$ cat src/rtl/ps2_key_decoder.sv
// PS/2 keyboard receiver: pin synchronisers, clock glitch filter, 11-bit framing, E0/F0 prefix
// decode and held-key flags. Define PS2_PARITY_CHECK_EN to reject frames with bad odd parity.
module ps2_key_decoder #(
  parameter int                    SYNC_STAGES = 2,
  parameter int                    FILT_LEN    = 4,
  parameter int                    TIMEOUT_CYC = 50000,
  parameter int                    NUM_KEYS    = 2,
  parameter logic [NUM_KEYS*8-1:0] KEY_CODES   = {8'h75, 8'h72}
) (
  input  logic                clock,
  input  logic                reset,
  input  logic                PS2_CLK_in,
  input  logic                PS2_DAT_in,
  output logic [7:0]          code_out,
  output logic                code_valid,
  output logic                code_break,
  output logic                code_ext,
  output logic [NUM_KEYS-1:0] key_held,
  output logic                frame_err
);

  localparam int FW = (FILT_LEN > 1) ? $clog2(FILT_LEN) : 1;
  localparam int TW = $clog2(TIMEOUT_CYC + 1);

  localparam logic [1:0] ST_IDLE   = 2'd0;
  localparam logic [1:0] ST_DATA   = 2'd1;
  localparam logic [1:0] ST_PARITY = 2'd2;
  localparam logic [1:0] ST_STOP   = 2'd3;

`ifdef PS2_PARITY_CHECK_EN
  localparam logic PAR_CHECK = 1'b1;
`else
  localparam logic PAR_CHECK = 1'b0;
`endif

  logic [SYNC_STAGES-1:0] clk_sync_r;
  logic [SYNC_STAGES-1:0] dat_sync_r;
  logic                   clk_s;
  logic                   dat_s;
  logic                   filt_r;
  logic [FW-1:0]          filt_cnt_r;
  logic                   fall_s;
  logic                   timeout_s;
  logic [TW-1:0]          to_cnt_r;
  logic [1:0]             state_r;
  logic [2:0]             bit_cnt_r;
  logic [7:0]             shift_r;
  logic                   par_r;
  logic                   accept_r;
  logic                   ext_pend_r;
  logic                   brk_pend_r;

  function automatic logic odd_parity_ok(input logic [7:0] data, input logic par);
    odd_parity_ok = ^{data, par};
  endfunction

  assign clk_s = clk_sync_r[SYNC_STAGES-1];
  assign dat_s = dat_sync_r[SYNC_STAGES-1];

  // Fall strobe and mid-frame timeout detection.
  always_comb begin
    fall_s    = 1'b0;
    timeout_s = 1'b0;
    if (filt_r && !clk_s && (filt_cnt_r == FW'(FILT_LEN - 1))) begin
      fall_s = 1'b1;
    end else begin
      fall_s = 1'b0;
    end
    if ((state_r != ST_IDLE) && !fall_s && (to_cnt_r == TW'(TIMEOUT_CYC - 1))) begin
      timeout_s = 1'b1;
    end else begin
      timeout_s = 1'b0;
    end
  end

  // Pin synchronisers; the idle bus level is high.
  always_ff @(posedge clock or posedge reset) begin
    if (reset) begin
      clk_sync_r <= {SYNC_STAGES{1'b1}};
      dat_sync_r <= {SYNC_STAGES{1'b1}};
    end else begin
      clk_sync_r <= {clk_sync_r[SYNC_STAGES-2:0], PS2_CLK_in};
      dat_sync_r <= {dat_sync_r[SYNC_STAGES-2:0], PS2_DAT_in};
    end
  end

  // Filtered clock flips only after FILT_LEN consecutive samples that disagree with it.
  always_ff @(posedge clock or posedge reset) begin
    if (reset) begin
      filt_r     <= 1'b1;
      filt_cnt_r <= {FW{1'b0}};
    end else if (clk_s == filt_r) begin
      filt_cnt_r <= {FW{1'b0}};
    end else if (filt_cnt_r == FW'(FILT_LEN - 1)) begin
      filt_r     <= clk_s;
      filt_cnt_r <= {FW{1'b0}};
    end else begin
      filt_cnt_r <= filt_cnt_r + FW'(1);
    end
  end

  // Idle-time counter, restarted by every fall while a frame is open.
  always_ff @(posedge clock or posedge reset) begin
    if (reset) begin
      to_cnt_r <= {TW{1'b0}};
    end else if (fall_s || (state_r == ST_IDLE)) begin
      to_cnt_r <= {TW{1'b0}};
    end else begin
      to_cnt_r <= to_cnt_r + TW'(1);
    end
  end

  // Frame FSM: start, 8 data bits LSB first, parity, stop.
  always_ff @(posedge clock or posedge reset) begin
    if (reset) begin
      state_r   <= ST_IDLE;
      bit_cnt_r <= 3'd0;
      shift_r   <= 8'h00;
      par_r     <= 1'b0;
      accept_r  <= 1'b0;
      frame_err <= 1'b0;
    end else begin
      accept_r  <= 1'b0;
      frame_err <= 1'b0;
      if (timeout_s) begin
        state_r   <= ST_IDLE;
        frame_err <= 1'b1;
      end else if (fall_s) begin
        case (state_r)
          ST_IDLE: begin
            if (!dat_s) begin
              state_r   <= ST_DATA;
              bit_cnt_r <= 3'd0;
            end else begin
              frame_err <= 1'b1;
            end
          end
          ST_DATA: begin
            shift_r   <= {dat_s, shift_r[7:1]};
            bit_cnt_r <= bit_cnt_r + 3'd1;
            if (bit_cnt_r == 3'd7) begin
              state_r <= ST_PARITY;
            end else begin
              state_r <= ST_DATA;
            end
          end
          ST_PARITY: begin
            par_r   <= dat_s;
            state_r <= ST_STOP;
          end
          ST_STOP: begin
            if (dat_s && (!PAR_CHECK || odd_parity_ok(shift_r, par_r))) begin
              accept_r <= 1'b1;
            end else begin
              frame_err <= 1'b1;
            end
            state_r <= ST_IDLE;
          end
          default: state_r <= ST_IDLE;
        endcase
      end else begin
        state_r <= state_r;
      end
    end
  end

  // Prefix tracking, code strobe and held-key flags, one cycle after acceptance.
  always_ff @(posedge clock or posedge reset) begin
    if (reset) begin
      code_out   <= 8'h00;
      code_valid <= 1'b0;
      code_break <= 1'b0;
      code_ext   <= 1'b0;
      key_held   <= {NUM_KEYS{1'b0}};
      ext_pend_r <= 1'b0;
      brk_pend_r <= 1'b0;
    end else begin
      code_valid <= 1'b0;
      if (accept_r) begin
        case (shift_r)
          8'hE0: ext_pend_r <= 1'b1;
          8'hF0: brk_pend_r <= 1'b1;
          default: begin
            code_valid <= 1'b1;
            code_out   <= shift_r;
            code_break <= brk_pend_r;
            code_ext   <= ext_pend_r;
            ext_pend_r <= 1'b0;
            brk_pend_r <= 1'b0;
            for (int i = 0; i < NUM_KEYS; i++) begin
              if (shift_r == KEY_CODES[8*i +: 8]) begin
                key_held[i] <= !brk_pend_r;
              end
            end
          end
        endcase
      end
    end
  end

endmodule

$ cat config.mk
export PLATFORM = sky130hd
export DESIGN_NAME = ps2_key_decoder
export DESIGN_NICKNAME = d
export VERILOG_FILES = /design/src/rtl/ps2_key_decoder.sv
export SDC_FILE = /design/constraint.sdc
export NUM_CORES = 1
export LEC_CHECK = 0
export CAP_MARGIN = 20
export CORE_AREA = 2 2 91 93
export CTS_BUF_LIST = sky130_fd_sc_hd__clkbuf_4 sky130_fd_sc_hd__clkbuf_8
export DETAILED_ROUTE_END_ITERATION = 10
export DIE_AREA = 0 0 93 95
export SYNTH_ARGS = -nofsm -noshare
export SYNTH_HDL_FRONTEND = slang
export SYNTH_SLANG_ARGS = --single-unit
$ cat constraint.sdc
create_clock -name clock -period 2.1 [get_ports clock]
set_input_delay 0.315 -clock clock [delete_from_list [all_inputs] [get_ports clock]]
set_output_delay 0.315 -clock clock [all_outputs]
set_load 0.02 [all_outputs]
==> metrics.txt <==
Fmax=594.7 MHz; post-route cell area=0.002680 sq mm; RSZ-0062 raised after global routing=false; sequential share of power=60.3%; TritonCTS clock tree=built; Initial Utilization=28.80%; status=finished, final reports clean; Post-CTS Hold Fix Bufs=0; Synth Cell Area=0.002283 sq mm; Tot GR Track Use=9.527%; core area=0.007928 sq mm; DR DRC count=0; Worst EP arrival=1.87 ns; Rows=33; flops & latches, synth=53; met2 Usage GRT=15.64%; placed cell areas=0.002589 sq mm; CTS H-tree lvls=2; GR Util met1=12.64%; worst r2r src=state_r[1]; fin crit share=80.08%; initial antenna violation count=0; Post-synth EDFFs=0; Seq/Total Area, Yosys=58.36%; grt ovf=0; Synth Flop Type=dfrtp_1; max_slew headroom=52.12%; Tmin final=1.682 ns; PortBufs=17; dominant cells by area after synthesis=dfrtp_1, nand2_1, dfstp_2; first-pass GRT wire length=6.858 mm; Worst Path Required=2.29 ns; share of cells above drive strength 1=11.43%; asr flop ratio synth=100.0%; final setup fails=0; Antenna diodes=0; Worst Path Max Fanout=17; setup ws final=0.4183 ns; Lkg Pwr=0.001151 uW; M3 GR Usage=2.793%; clock root cell=clkbuf_8; Placer Congestion=0.7827; drt via density=4.423; Worst-Margin Slew=0.7140 ns; Clock Power Share=31.3%; Layout Nets=253; Num CTS Buffers=5; dpl cells=342; Hold Path Class=input pin to asynchronous set/reset pin; synthesized net count=232; final cell count without fillers=350; r2r endpoint=frame_err; Final Hold Viols=0; Crit path largest cell delay=0.63 ns; buffer and inverter count on the worst path=0; die area=0.008835 sq mm; top-area cell type share of the netlist area=52.60%; PD cells=683.4 mW/mm^2; Sw Share=25.49%; Worst Reg-to-Reg Cells=4; CP Class=register to register; internal power=1365 uW; cells after synthesis=223; Worst path top cell family by delay=compound AO/OA/AOI/OAI gates; Synth cell types=39; area added between synthesis and finish=17.37%; die width=93 um; crit-path cells=o2bb2ai_2 -> nor2_1 -> and4_1 -> o21bai_1; postcts setup bufs=0; pins over their slew limit=0; Startpoint Class=register; Logic pwr share=8.5%; Max Cap Viol=0; Max clock buf depth=2; final antenna-violating net count=0; global routing's busiest layer=met2; Clock Sinks=53; I/O pins=18; post-synth top area cell=dfrtp_1; Ys Warns=0; WL/cell=11.04 um; maximum vdd ir drop=0.3730 mV; Starting DRT DRC Count=46; setup TNS=0 ns; post-cts sizing count=0; placed wire-length estimate=2.648 mm; final hold slack=0.3600 ns; CP max-delay cell=o2bb2ai_2; Post-Route WL=3.863 mm; clock latency on the worst-skew pair=0.30 ns; Setup crit end kind=register; number of global-route vias before repair=1499; largest net degree at the start of global routing=54; total number of vias=1548; R2R setup slack=0.42 ns; Sw Pwr=466.8 uW; Setup Skew=0.009582 ns; Die H=95 um; clock-pin slew on the worst setup and hold paths=0.10 ns; 1st-pass router iterations=4; pre-CTS WS=0.3961 ns; Mean Syn Cell Area=10.24 sq um
layer usage:
metal	vias to the layer above	wire length [um]
met4	0	12
li1	781	-
met1	744	1924
met2	21	1785
met3	2	140
met5	-	0
kinds of logic after synthesis:
| group | after synthesis | share of synthesized area (%) |
|---|---|---|
| and+or+nand+nor | 105 | 22.41 |
| DFF | 53 | 58.36 |
| AOI/OAI and AO/OA | 26 | 7.014 |
| buffers and inverters | 19 | 3.507 |
| xor gates and xnor gates | 13 | 4.986 |
| adders and majority gates | 5 | 2.740 |
| muxes | 2 | 0.9862 |
cell usage after synthesis (2+ instances only):
cell type	count
nor3b_1	2
buf_2	3
nand3_1	5
o21ai_0	11
a22o_1	2
nand4_1	5
xor2_1	3
inv_1	13
or3_1	3
nor4_2	2
a21oi_1	7
nor3_1	9
dfrtp_1	48
nand2_1	45
ha_1	5
nor2_1	22
dfstp_2	5
nor2b_1	2
mux2_2	2
xnor2_1	10
worst reg2reg max path, cell delays in order, from the launching register on:
cell and delay (ns):
dfrtp_1 0.49, o2bb2ai_2 0.63, nor2_1 0.10, and4_1 0.20
o21bai_1 0.16
cell usage in the layout (no fill, tap or decap), drive strengths merged, types with 3 or more instances in the layout:
cell type	n
a21oi	7
buf	3
clkbuf	5
clkdlybuf4s50	17
clkinv	3
dfrtp	48
dfstp	5
ha	5
inv	13
nand2	45
nand3	6
nand4	6
nor2	23
nor3	9
nor4	3
o21ai	13
or3	3
xnor2	10
xor2	3
final cells by class:
cell class	count	area (sq um)
Fill cell	818	5248
Sequential cell	53	1333
Multi-Input combinational cell	151	870.8
Timing Repair Buffer	20	205.2
Tap cell	105	131.4
Clock buffer	5	68.82
Inverter	13	48.80
Clock inverter	3	22.52
state kept, by name, summed over array words and instances (netlist names):
register,count
frame_err,1
to_cnt_r,16
code_valid,1
filt_cnt_r,2
key_held,2
filt_r,1
code_ext,1
bit_cnt_r,3
dat_sync_r,2
state_r,2
accept_r,1
brk_pend_r,1
shift_r,8
clk_sync_r,2
code_out,8
code_break,1
ext_pend_r,1
through the flow:
| step | power, uW | utilization (%) |
|---|---|---|
| 6_report | 1832 | 33.81 |
| 5_1_grt | 1932 | 33.81 |
| 4_1_cts | 1863 | 33.81 |
| 3_5_place_dp | 1285 | 32.65 |
| 3_3_place_gp | 1279 | 32.65 |
| 2_1_floorplan | 1239 | - |
worst max path at each step:
stage,slack (ns),cells after the start,startpoint,to
final,0.42,4,state_r[1],frame_err
after global routing,0.26,4,state_r[1],frame_err
after CTS,0.40,4,state_r[1],frame_err
after detailed placement,0.40,4,state_r[1],frame_err
after global placement,0.44,4,state_r[1],frame_err
after floorplan,0.51,1,reset,accept_r
power groups by stage:
stage,Combinational [uW],Sequential [uW],Clock [uW]
floorplan,121,1120,0
global placement,157,1120,0
detailed placement,161,1120,0
CTS,162,1100,596
global route,183,1110,639
finish,155,1100,573
Note: power is estimated with default switching activity, not from simulation.
